## src/rtl/uart_tx_fifo.sv

```systemverilog
// uart_tx_fifo: UART transmitter fed by a DEPTH-entry FIFO; define UART_TX_BREAK_EN to add break_req and the BREAK state
module uart_tx_fifo #(
  parameter int DEPTH = 16,
  parameter int DIV_W = 16
) (
  input  logic                     clk,
  input  logic                     rst,
  input  logic [DIV_W-1:0]         baud_div,
  input  logic [3:0]               length,
  input  logic                     parity_en,
  input  logic                     parity_type,
  input  logic                     stop2,
  input  logic                     wr_en,
  input  logic [7:0]               wr_data,
`ifdef UART_TX_BREAK_EN
  input  logic                     break_req,
`endif
  output logic                     full,
  output logic                     empty,
  output logic [$clog2(DEPTH):0]   level,
  output logic                     wr_err,
  output logic                     tx,
  output logic                     tx_busy,
  output logic                     tx_done
);
  localparam int AW = $clog2(DEPTH);
  localparam logic [AW:0] PTR_MSB = {1'b1, {AW{1'b0}}};
  localparam logic [AW:0] PTR_ONE = 1;
  localparam logic [DIV_W-1:0] DIV_ONE = 1;
  localparam logic [DIV_W-1:0] DIV_MIN = 4;
  typedef enum logic [2:0] {
    IDLE, START, DATA, PARITY, STOP1, STOP2
`ifdef UART_TX_BREAK_EN
    , BRK
`endif
  } state_t;
  state_t state;
  logic [7:0] mem [DEPTH];
  logic [AW:0] wptr, rptr, wptr_n, rptr_n;
  logic push, pop, brk, tick, last_stop, par_bit, par_en_s, stop2_s;
  logic [DIV_W-1:0] div_eff, div_s, div_cnt;
  logic [3:0] len_eff, len_s;
  logic [2:0] bit_cnt;
  logic [7:0] shreg, head, masked;
`ifdef UART_TX_BREAK_EN
  assign brk = break_req;
`else
  assign brk = 1'b0;
`endif
  always_comb begin
    div_eff = baud_div < DIV_MIN ? DIV_MIN : baud_div;
    len_eff = length < 4'd5 ? 4'd5 : length > 4'd8 ? 4'd8 : length;
    head = mem[rptr[AW-1:0]];
    masked = head & (8'hFF >> (4'd8 - len_eff));
    tick = div_cnt == div_s - DIV_ONE;
    last_stop = tick && ((state == STOP1 && !stop2_s) || state == STOP2);
    push = wr_en && !full;
    pop = !empty && !brk && (state == IDLE || last_stop);
    wptr_n = push ? wptr + PTR_ONE : wptr;
    rptr_n = pop ? rptr + PTR_ONE : rptr;
  end
  always_ff @(posedge clk)
    if (push) mem[wptr[AW-1:0]] <= wr_data;
  always_ff @(posedge clk or posedge rst)
    if (rst) begin
      wptr <= '0;
      rptr <= '0;
      full <= 1'b0;
      empty <= 1'b1;
      level <= '0;
      wr_err <= 1'b0;
    end else begin
      wptr <= wptr_n;
      rptr <= rptr_n;
      empty <= wptr_n == rptr_n;
      full <= (wptr_n ^ rptr_n) == PTR_MSB;
      level <= wptr_n - rptr_n;
      wr_err <= wr_en && full;
    end
  always_ff @(posedge clk or posedge rst)
    if (rst) begin
      state <= IDLE;
      tx <= 1'b1;
      tx_busy <= 1'b0;
      tx_done <= 1'b0;
      div_cnt <= '0;
      div_s <= DIV_MIN;
      len_s <= 4'd8;
      par_en_s <= 1'b0;
      stop2_s <= 1'b0;
      par_bit <= 1'b0;
      shreg <= '0;
      bit_cnt <= '0;
    end else begin
      tx_done <= last_stop;
      if (pop) begin
        state <= START;
        tx <= 1'b0;
        tx_busy <= 1'b1;
        div_cnt <= '0;
        shreg <= head;
        div_s <= div_eff;
        len_s <= len_eff;
        par_en_s <= parity_en;
        stop2_s <= stop2;
        par_bit <= parity_type ? ^masked : ~^masked;
      end else if (state == IDLE) begin
`ifdef UART_TX_BREAK_EN
        if (brk) begin
          state <= BRK;
          tx <= 1'b0;
        end
`endif
      end
`ifdef UART_TX_BREAK_EN
      else if (state == BRK) begin
        if (!brk) begin
          state <= IDLE;
          tx <= 1'b1;
        end
      end
`endif
      else if (!tick) div_cnt <= div_cnt + DIV_ONE;
      else begin
        div_cnt <= '0;
        case (state)
          START: begin
            state <= DATA;
            tx <= shreg[0];
            shreg <= shreg >> 1;
            bit_cnt <= '0;
          end
          DATA:
            if ({1'b0, bit_cnt} == len_s - 4'd1) begin
              state <= par_en_s ? PARITY : STOP1;
              tx <= par_en_s ? par_bit : 1'b1;
            end else begin
              bit_cnt <= bit_cnt + 3'd1;
              tx <= shreg[0];
              shreg <= shreg >> 1;
            end
          PARITY: begin
            state <= STOP1;
            tx <= 1'b1;
          end
          STOP1:
            if (stop2_s) state <= STOP2;
            else begin
              state <= IDLE;
              tx_busy <= 1'b0;
            end
          default: begin
            state <= IDLE;
            tx_busy <= 1'b0;
          end
        endcase
      end
    end
endmodule
```

## config.mk

```make
export PLATFORM = sky130hd
export DESIGN_NAME = uart_tx_fifo
export DESIGN_NICKNAME = d
export VERILOG_FILES = /design/src/rtl/uart_tx_fifo.sv
export SDC_FILE = /design/constraint.sdc
export NUM_CORES = 1
export LEC_CHECK = 0
export BUFFER_PORTS_ARGS = -buffer_cell sky130_fd_sc_hd__clkbuf_2
export CORE_MARGIN = 2
export CORE_UTILIZATION = 36
export DETAILED_ROUTE_END_ITERATION = 6
export PLACE_DENSITY = 0.5
export SETUP_SLACK_MARGIN = 0.4
export SLEW_MARGIN = 20
export SYNTH_ARGS = -nofsm -noshare
export SYNTH_HDL_FRONTEND = slang
export SYNTH_SLANG_ARGS = --single-unit
```

## constraint.sdc

```tcl
create_clock -name clk -period 11 [get_ports clk]
set_input_delay 1.1 -clock clk [delete_from_list [all_inputs] [get_ports clk]]
set_output_delay 1.1 -clock clk [all_outputs]
set_load 0.02 [all_outputs]
```

* After elaboration in Yosys (flattened, before gate mapping)
Memory sizes are Yosys's and may differ from the RTL's. Cells that the tools add are included.
Storage, ports and cells: bits in registers 74, memories 1, RAM bits 128, output and inout port bits 11
Cells by class: muxes and demuxes 36, equal/unequal tests 15, add/subtract/negate cells 8, order comparisons 3, reduce and logical (&&, ||, !) cells 23, bitwise operators 4, shift-type cells 1
Memory list:
- mem | words 16, bits a word 8, rd ports 1, clocked after memory_dff 0, write ports 1, line 38 | logic [7:0] mem [DEPTH];
Operator list (number):
- 16-bit 2-to-1 mux | 4
- 8-bit 2-to-1 mux | 4
- 3-bit 2-to-1 mux | 7
- 16-bit by 1-bit adder with 16-bit output, second input constant | 1
- 16-bit == test | 1
- 16-bit by 3-bit < comparator with 1-bit output, second input constant | 1
- 8-bit one-hot mux with 2 select lines | 1
- 16-bit by 1-bit subtractor with 16-bit output, second input constant | 1
- 1-bit 2-to-1 mux | 12
- 3-bit one-hot mux with 4 select lines | 1
- 5-bit by 1-bit adder with 5-bit output, second input constant | 2
- 5-bit 2-to-1 mux | 2
- 3-bit != test, second input constant | 3
- 8-bit AND | 1
- 4-bit 2-to-1 mux | 2
- 4-bit AND reduction | 2
- 8-bit XNOR reduction | 1
- 8-bit XOR reduction | 1
- 8-bit by 4-bit >> shifter with 8-bit output, first input constant | 1
- 3-bit by 2-bit == test with 1-bit output, second input constant | 2
- 3-bit == test, second input constant | 2
- 3-bit one-hot mux with 2 select lines | 1
- 3-bit AND reduction | 2
- 5-bit == test | 1
- 24 further kinds | 34

* Depth between registers and ports, before layout
Gate-level depths: netlist of the first run.
word-level depth 9, gate-level depth with buffers 19, gate-level depth less buffers 16

* Least setup slack after synthesis of the first run
OpenSTA, ideal clock, no wires.
path kind register to register, start point register div_s[8], end point register level[4], buffers on the path 4, cell stages (with the launch flop) 19, path slack 6.725 ns, library setup time 0.080 ns, clock period less this slack 4.275 ns, arrival time 4.195 ns, path through dfrtp_1 -> buf_6 -> or4_4 -> or3_4 -> nor4_2 -> o221ai_1 -> or4_1 -> buf_2 -> o31a_1 -> buf_2 -> buf_1 -> xnor2_1 -> ha_1 -> inv_1 -> ha_1 -> nor2_1 -> a311o_1 -> a31oi_1 -> xnor2_1
On the way: longest elaborated chain between the ends 7
Ends and longest elaborated chain:
- start, declared | line 41 | logic [DIV_W-1:0] div_eff, div_s, div_cnt;
- start signal, assigned | line 102 | div_s <= div_eff;
- 16-bit by 1-bit subtractor with 16-bit output | line 55 | tick = div_cnt == div_s - DIV_ONE;
- 16-bit == test | line 55
- 1-bit logical AND | line 56 | last_stop = tick && ((state == STOP1 && !stop2_s) || state == STOP2);
- 1-bit logical OR | line 58 | pop = !empty && !brk && (state == IDLE || last_stop);
- 1-bit logical AND | line 58
- 5-bit 2-to-1 mux | line 60 | rptr_n = pop ? rptr + PTR_ONE : rptr;
- via rptr_n[0] | line 39 | logic [AW:0] wptr, rptr, wptr_n, rptr_n;
- 5-bit subtractor | line 77 | level <= wptr_n - rptr_n;
- end signal, assigned | line 77
- end, declared | line 20 | output logic [$clog2(DEPTH):0] level,
The timed path passes the listed nets, and every way through them passes these cells. A chain may end at the register's enable or synchronous reset.

* Worst setup path after layout of the first run
start point register div_s[0], end point register level[4]
The elaborated chain is that of the path after synthesis.

==> summary.log, run 1 <==
INFO  die            dieArea=26700squm
INFO  critical_path  setup.worst_path.class=flop to flop
INFO  power          share_comb_of_total_power=0.333
INFO  final_layout   final_area=10400squm
INFO  drt            wl_met2=8750um
INFO  synth          synth_area_per_cell=14.2squm
INFO  critical_path  endpoint_arrival_time_on_the_critical_path=4830ps
INFO  power          net-switching-power=0.896mW
INFO  power          power-per-cell-area=260nW/um^2
INFO  place          dpl.cell_count=997
INFO  place          dp.final_hpwl=12400um
INFO  die            dieWidth=163um
INFO  sta            final_hold_viol_count=0
INFO  critical_path  buffers_plus_inverters_on_the_worst_setup_path=1
INFO  critical_path  cp_top_family=simple AND/OR/NAND/NOR gates
INFO  cts            clock_tree_root_buffer_cell=sky130_fd_sc_hd__clkbuf_16
INFO  synth          synth_top_cell_area_share=0.420
INFO  final_layout   finish.utilization=0.417
INFO  outcome        run_status=completed
INFO  die            placeableCoreArea=25000squm
INFO  critical_path  crit_path_top_delay_cell=sky130_fd_sc_hd__or4_1
INFO  power          sw_frac_of_total=0.330
INFO  cts            clk_pin_slew_worst_paths=60ps
INFO  final_layout   fill_cells=2293
INFO  synth          ys_top_cells_by_area=sky130_fd_sc_hd__edfxtp_1, sky130_fd_sc_hd__dfrtp_1, sky130_fd_sc_hd__mux4_2, sky130_fd_sc_hd__xnor2_1, sky130_fd_sc_hd__nor2_1
INFO  global_route   pin_count_of_the_biggest_net_entering_global_routing=75
INFO  synth          synth_cell_type_count=64
INFO  synth          synth_cells=642
INFO  global_route   grt_first_pass_wirelength=28900um
INFO  critical_path  timing.critical_path.slowest_cell_delay=590ps
INFO  final_layout   final_nets=742
INFO  run            max_cap_viol_count=0
INFO  final_layout   instances_no_fill=1039
INFO  synth          synth_largest_area_cell=sky130_fd_sc_hd__edfxtp_1
INFO  synth          ys_warn_count=0
INFO  place          gp_congestion=0.843
INFO  synth          synth_async_sr_flop_share=0.366
INFO  synth          synth_most_common_cell=sky130_fd_sc_hd__edfxtp_1
INFO  sta            hold-worst-slack=478ps
INFO  drt            top_layer=met4
INFO  drt            vias_post_dr=5255
INFO  global_route   first_global_vias=5317
INFO  drt            wire_length_per_cell_after_detailed_routing=17.2um
INFO  sta            worst_slew_pin_slew=1010ps
INFO  synth          yosysSeqAreaShare=0.624
INFO  synth          synthesis.nets=691
INFO  sta            min_period_over_period=0.401
INFO  critical_path  critPathRequiredTime=11410ps
INFO  die            core.rowCount=58
INFO  global_route   antenna_found_initial=0
INFO  sta            min_period=4410ps
INFO  cts            cts_max_level=1
INFO  final_layout   syn_to_final_growth=14.1%
INFO  min_path       hold_path.class=flop to flop
INFO  power          sequentialPowerShare=0.406
INFO  final_layout   antenna-diode-count=0
INFO  sta            timing.max_slew.rel_slack=0.327
INFO  power          total_power=2.71mW
INFO  drt            drt_pass1_iterations=6
INFO  synth          mappedNetlistArea=9140squm
INFO  cts            clk-insertion-delay-late=510ps
INFO  cts            cts.sinks=202
INFO  die            ioPinCount=45
INFO  global_route   globalRoute.totalOverflow=0
INFO  cts            cts_tree=done
INFO  power          total_leakage_power=3.91nW
INFO  drt            drc=0
INFO  place          place_area=9730squm
INFO  power          maximum_resistive_drop_on_vdd=0.123mV
INFO  synth          synth_edf_count=128
INFO  drt            drt-total-wl=17900um
INFO  sta            drv_slew=0
INFO  critical_path  crit_path_end_kind=flop
INFO  critical_path  crit_path_start_kind=flop
INFO  final_layout   layout-drive-gt1-share=0.226
INFO  drt            antenna_violating_nets_left=0
INFO  cts            postCtsSetupRepairBufs=0
INFO  place          place_worst_setup_slack=6640ps
INFO  place          port-buffer-count=44
INFO  sta            setup_slack=6590ps
INFO  cts            cts_hold_buffers=0
INFO  drt            drt-vias-per-instance=5.06
INFO  cts            post_cts_resize_count=0
INFO  global_route   track_usage=0.138
INFO  sta            finalSetupViolCount=0
INFO  sta            achievable-frequency=227MHz
INFO  sta            setup_repair_after_global_routing_missed_its_margin=no
INFO  drt            route.met3.wl=768um
INFO  sta            setup_total_negative_slack=0ps
INFO  critical_path  worstPathMaxFanout=8
INFO  critical_path  crit_chain=inv_1 > ha_1 > or4b_1 > or3_1 > o22ai_1 > nand4_1 > or4_1 > o31a_2 > mux2_4 > xnor2_1 > ha_1 > nor2_1 > a311o_1 > a31oi_1 > xnor2_1
INFO  synth          synth-seq-cells=202
INFO  synth          synth_commonest_cells=sky130_fd_sc_hd__edfxtp_1, sky130_fd_sc_hd__dfrtp_1, sky130_fd_sc_hd__nor2_1
INFO  die            dieHeight=163um
INFO  drt            route.layer.met1.wl=7990um
INFO  cts            clockBufferDepth=3
INFO  drt            dr.first_iter.drc_count=252
INFO  sta            worst_clock_skew=12.6ps
INFO  synth          postSynth.topFlopCell=sky130_fd_sc_hd__edfxtp_1
INFO  cts            cts_made_buffers=24
INFO  die            floorplan.initialDensity=0.365
INFO  power          share_of_power_burned_in_the_clock_network=0.261
INFO  power          internal_power=1.82mW
## flip-flops by register name, indices dropped and copies added, names as in the netlist, 3 cells and up
name	count
mem	128
div_cnt	16
div_s	16
shreg	8
level	5
rptr	5
wptr	5
len_s	4
bit_cnt	3
state	3
## tightest hold or removal path, stage by stage (launching register included)
cell,delay (ps)
sky130_fd_sc_hd__dfrtp_1,340
sky130_fd_sc_hd__nand2_1,40
sky130_fd_sc_hd__o21ai_0,60
## power groups by stage
stage               clock [mW]  combinational (mW)  sequential, mW
floorplan                    0               0.719            1.07
global placement             0               0.901            1.11
detailed placement           0               0.913            1.12
CTS                      0.730               0.921            1.10
global route             0.761               0.997            1.12
finish                   0.708               0.903            1.10
## final timing paths
check	startpoint	to	slack, ps	depth (start not counted)
max	div_s[0]	level[4]	6590	15
max in group asynchronous	rst	rptr[0]	9470	3
max reg2reg	div_s[0]	level[4]	6590	15
min in group asynchronous	rst	div_s[15]	860	3
min reg2reg	par_bit	par_bit	480	2
min	par_bit	par_bit	480	2
## logic make-up after synthesis
group / after synthesis / share of synthesized area
XOR/XNOR: 53 / 0.0524
flip-flops: 202 / 0.624
AO/OA/AOI/OAI: 69 / 0.0483
adder cells (fa/ha/maj): 17 / 0.0230
buffers and inverters: 51 / 0.0220
multiplexers: 68 / 0.132
AND/OR/NAND/NOR: 182 / 0.0986
## cells in the final DEF, fill, tap and decap left out, types with 10 or more instances in the layout
master / synthesis / routed
sky130_fd_sc_hd__o21ai_0: 25 / 25
sky130_fd_sc_hd__nor2_1: 57 / 57
sky130_fd_sc_hd__xor2_1: 18 / 18
sky130_fd_sc_hd__inv_1: 24 / 23
sky130_fd_sc_hd__mux4_2: 40 / 40
sky130_fd_sc_hd__dfrtp_1: 70 / 69
sky130_fd_sc_hd__mux2i_1: 10 / 10
sky130_fd_sc_hd__nand2_1: 41 / 41
sky130_fd_sc_hd__clkbuf_2: 0 / 44
sky130_fd_sc_hd__nand3_1: 14 / 14
sky130_fd_sc_hd__ha_1: 15 / 15
sky130_fd_sc_hd__clkbuf_16: 0 / 24
sky130_fd_sc_hd__edfxtp_1: 128 / 128
sky130_fd_sc_hd__nor3_1: 13 / 13
sky130_fd_sc_hd__mux2_2: 17 / 17
sky130_fd_sc_hd__xnor2_1: 34 / 34
sky130_fd_sc_hd__a21oi_1: 13 / 13
sky130_fd_sc_hd__nor2b_1: 13 / 13
## metal layers
layer  track usage  vias to the layer above
li1              -                     2489
met2         0.232                      117
met5             0                        -
met1         0.185                     2618
met3        0.0223                       31
met4        0.0370                        0
## area by class of cell
cell class / instances / area (sq um) / area share
clock buffers: 30 / 633 / 0.0607
clock inverters: 12 / 73.8 / 0.00708
inverters: 24 / 90.1 / 0.00864
multi-input cells: 389 / 3240 / 0.311
flip-flops and latches: 202 / 5700 / 0.547
well taps: 330 / 413 / 0.0396
repair buffers: 52 / 280 / 0.0269
Note: power is estimated with default switching activity, not from simulation.
==> inputs of run 2 (changes only) <==
ABC_AREA = 1   (was unset)
PLACE_DENSITY = 0.51   (was 0.5)
clock period = 3.7 ns   (was 11 ns; I/O delays follow)
==> run 2 against run 1 <==
- the flow now finishes with violations (DRC)
- synthesized cell count up 55%
- flip-flop and latch count unchanged
- core utilization about the same
- via count up 31%
- die area up 5.1%
- cell count up 34%
- register-to-register slack worse by 5800 ps
- clock skew up 8.6 ps
- clock power rose to 3.0 times the previous value
- global-route usage up 2.5 points
- worst setup slack worse by 5800 ps
- critical endpoint unchanged
- highest routed layer unchanged
==> summary.log, run 2 <==
INFO  synth          synth_top_cell_area_share=0.400 [-0.0208]
INFO  drt            drt_pass1_iterations=7 [+1]
INFO  drt            dr.first_iter.drc_count=533 [+110%]
INFO  critical_path  worstPathMaxFanout=8 [unchanged]
INFO  critical_path  critical-path-top-cell-by-count=sky130_fd_sc_hd__nand2_1
INFO  synth          synth_commonest_cells=sky130_fd_sc_hd__nand2_1, sky130_fd_sc_hd__nor2_1, sky130_fd_sc_hd__edfxtp_1
INFO  global_route   globalRoute.totalOverflow=0 [unchanged]
INFO  die            floorplan.initialDensity=0.368 [+0.00288]
INFO  power          net-switching-power=3.76mW [+320%]
INFO  die            dieWidth=167um [+2.5%]
INFO  final_layout   layout.cells.most_common=sky130_fd_sc_hd__nand2_1
INFO  synth          synth_area_per_cell=9.64squm [-32%]
INFO  sta            min_period_over_period=0.782 [+0.381]
INFO  global_route   first_global_vias=6565 [+23%]
INFO  final_layout   multiInputGateArea=3420squm [+5.5%]
INFO  critical_path  critPathRequiredTime=4110ps [-7300 ps]
INFO  synth          yosysSeqAreaShare=0.593 [-0.0308]
INFO  drt            drt-total-wl=22700um [+27%]
INFO  final_layout   sequential_cell_area=5700squm [unchanged]
INFO  critical_path  reg2reg_setup_slack=810ps [-5780 ps]
INFO  synth          mappedNetlistArea=9620squm [+5.2%]
INFO  die            placeableCoreArea=26100squm [+4.4%]
INFO  sta            min_period=2890ps [-1520 ps]
INFO  final_layout   syn_to_final_growth=13.3%
INFO  place          port-buffer-count=44 [unchanged]
INFO  die            dieArea=28000squm [+5.1%]
INFO  drt            drt-vias-per-instance=4.92 [-2.7%]
INFO  power          total_leakage_power=4.47nW [+14%]
INFO  critical_path  cp_top_family=simple AND/OR/NAND/NOR gates
INFO  outcome        violations=DRC
INFO  cts            cts_tree=done
INFO  global_route   track_usage=0.163 [+0.0253]
INFO  die            dieHeight=167um [+2.5%]
INFO  final_layout   fill_cells=2615 [+14%]
INFO  cts            clk-insertion-delay-late=530ps [+20 ps]
INFO  run            max_cap_viol_count=0 [unchanged]
INFO  drt            drc=6 [+6]
INFO  critical_path  crit_path_end_kind=flop
INFO  synth          postSynth.topFlopCell=sky130_fd_sc_hd__edfxtp_1
INFO  critical_path  critical_path.reg2reg.startpoint=div_s[1]
INFO  power          share_of_power_burned_in_the_clock_network=0.233 [-0.028]
INFO  place          gp_congestion=0.818 [-3.0%]
INFO  outcome        run_status=complete, but fails checks
INFO  critical_path  r2r_end=level[4]
INFO  synth          synth_most_common_cell=sky130_fd_sc_hd__nand2_1
INFO  synth          synth_cell_type_count=47 [-27%]
INFO  sta            hold-worst-slack=48.8ps [-429 ps]
INFO  sta            finalSetupViolCount=0 [unchanged]
INFO  power          sequentialPowerShare=0.353 [-0.053]
INFO  critical_path  endpoint_arrival_time_on_the_critical_path=3300ps [-1530 ps]
INFO  min_path       hold-path-endpoint=wr_err
INFO  critical_path  setup.worst_path.class=flop to flop
INFO  critical_path  crit_path_top_delay_cell=sky130_fd_sc_hd__dfrtp_1
INFO  cts            cts_max_level=1 [unchanged]
INFO  power          sw_frac_of_total=0.414 [+0.0843]
INFO  power          share_comb_of_total_power=0.413 [+0.080]
INFO  critical_path  crit_chain=inv_1 > ha_2 > nand2_2 > nor2_4 > nand3_1 > nand2_1 > nand2_1 > nor2_1 > nand2_1 > nor2_2 > nand3_2 > nand2_4 > nand2_4 > xor2_1 > inv_1 > ha_1 > inv_1 > ha_1 > inv_1 > nand2_1 > nand3_1 > nand2_1 > nand3_1 > nand2_1
INFO  drt            wire_length_per_cell_after_detailed_routing=16.2um [-5.8%]
INFO  cts            clockBufferDepth=3 [unchanged]
INFO  global_route   antenna_found_initial=0 [unchanged]
INFO  final_layout   largest_reg_flops=128 [unchanged]
INFO  sta            timing.max_slew.rel_slack=0.418 [+0.0909]
INFO  critical_path  worst_r2r_path_cells=24 [+9]
INFO  synth          synth_edf_count=128 [unchanged]
INFO  min_path       min-delay-start=wr_en
INFO  synth          synth_cells=998 [+55%]
INFO  sta            final_hold_viol_count=0 [unchanged]
INFO  final_layout   final_area=10900squm [+4.4%]
INFO  power          internal_power=5.31mW [+190%]
INFO  drt            vias_post_dr=6872 [+31%]
INFO  critical_path  crit_path_start_kind=flop
INFO  synth          synthesis.nets=1047 [+52%]
INFO  synth          synth-seq-cells=202 [unchanged]
INFO  final_layout   layout-drive-gt1-share=0.109 [-0.116]
INFO  final_layout   antenna-diode-count=0 [unchanged]
INFO  cts            clock_tree_root_buffer_cell=sky130_fd_sc_hd__clkbuf_16
INFO  final_layout   most-common-layout-cells=sky130_fd_sc_hd__nand2_1, sky130_fd_sc_hd__nor2_1, sky130_fd_sc_hd__edfxtp_1, sky130_fd_sc_hd__o21ai_0, sky130_fd_sc_hd__inv_1
INFO  min_path       whs_path_depth=3 [+1]
INFO  final_layout   final_nets=1096 [+48%]
INFO  min_path       hold_path.class=input pin to flop
INFO  power          maximum_resistive_drop_on_vdd=0.435mV [+250%]
INFO  place          dpl.cell_count=1354 [+36%]
INFO  sta            setup_total_negative_slack=0ps [unchanged]
INFO  final_layout   instances_no_fill=1397 [+34%]
INFO  critical_path  timing.critical_path.slowest_cell_delay=380ps [-210 ps]
INFO  synth          synth_largest_area_cell=sky130_fd_sc_hd__edfxtp_1
INFO  place          place_area=10200squm [+4.7%]
INFO  synth          ys_warn_count=0 [unchanged]
INFO  synth          synth_async_sr_flop_share=0.366 [unchanged]
INFO  synth          ys_top_cells_by_area=sky130_fd_sc_hd__edfxtp_1, sky130_fd_sc_hd__dfrtp_1, sky130_fd_sc_hd__nand2_1, sky130_fd_sc_hd__nor2_1, sky130_fd_sc_hd__o21ai_0
INFO  drt            antenna_violating_nets_left=0 [unchanged]
INFO  sta            setup_repair_after_global_routing_missed_its_margin=no
INFO  place          dp.final_hpwl=14800um [+20%]
INFO  cts            clk_pin_slew_worst_paths=60ps [about the same]
INFO  sta            achievable-frequency=345MHz [+52%]
INFO  sta            worst_clock_skew=21.3ps [+8.64 ps]
INFO  power          power-per-cell-area=833nW/um^2 [+220%]
INFO  die            ioPinCount=45 [unchanged]
INFO  cts            cts_made_buffers=23 [-4.2%]
INFO  cts            cts.sinks=202 [unchanged]
INFO  critical_path  buffers_plus_inverters_on_the_worst_setup_path=4 [+3]
INFO  global_route   pin_count_of_the_biggest_net_entering_global_routing=68 [-9.3%]
INFO  sta            drv_slew=0 [unchanged]
INFO  die            core.rowCount=59 [+1.7%]
INFO  sta            worst_slew_pin_slew=870ps [-136 ps]
INFO  global_route   grt_first_pass_wirelength=36000um [+25%]
[run 2: what timing repair did]
action	in CTS	in global routing
hold buffers	1	0
hold endpoints to repair	18	0
buffers inserted	0	2
endpoints found under the setup margin	0	2
gates resized for setup	0	1
[run 2: kinds of logic (layout without fill, tap and decap cells)]
group / Yosys count / after routing / synth area share
and+or+nand+nor: 458 / 458 / 0.207
DFF: 202 / 202 / 0.593
AOI/OAI and AO/OA: 155 / 155 / 0.0911
buffers and inverters: 127 / 191 / 0.0519
xor gates and xnor gates: 41 / 41 / 0.0373
adders and majority gates: 15 / 15 / 0.0195
[run 2: worst min-delay path, cell delays in order]
cell and delay (ps):
sky130_fd_sc_hd__clkbuf_2 90, sky130_fd_sc_hd__nand2_1 50, sky130_fd_sc_hd__inv_1 30
[run 2: power by group through the flow]
stage                     registers [mW]  logic [mW]  clock network [mW]
after global placement              3.25        3.78                   0
after detailed placement            3.25        3.78                   0
after floorplan                     3.21        2.81                   0
after global routing                3.27        4.33                2.25
after CTS                           3.21        3.80                2.16
final                               3.21        3.75                2.12
[run 2: final cells by class]
| type | count | share of cell area |
|---|---|---|
| Inverter | 95 | 0.0330 |
| Clock inverter | 11 | 0.00792 |
| Sequential cell | 202 | 0.523 |
| Clock buffer | 29 | 0.0549 |
| Tap cell | 335 | 0.0385 |
| Timing Repair Buffer | 56 | 0.0287 |
| Multi-Input combinational cell | 669 | 0.314 |
[run 2: how the worst max path moves through the flow]
stage | slack (ps) | from | to | cells after the start
floorplan | 840 | div_s[0] | level[4] | 25
global placement | 710 | div_s[0] | level[4] | 24
detailed placement | 660 | div_s[0] | level[4] | 24
CTS | 670 | div_s[0] | level[4] | 24
global route | 440 | div_s[0] | level[4] | 24
finish | 810 | div_s[1] | level[4] | 24
[run 2: stage by stage]
step	utilization	power, mW	worst slack [ps]
3_3_place_gp	0.390	7.02	706
2_1_floorplan	-	6.02	844
4_1_cts	0.416	9.17	673
5_1_grt	0.417	9.84	439
6_report	0.417	9.07	805
3_5_place_dp	0.390	7.03	659
[run 2: layer usage]
metal  vias to the layer above  global-route usage  wire length [um]
li1                       3457                   -                 -
met1                      3268               0.228             10800
met2                       118               0.272             10600
met3                        29              0.0213               806
met4                         0              0.0378               495
met5                         -                   0                 0
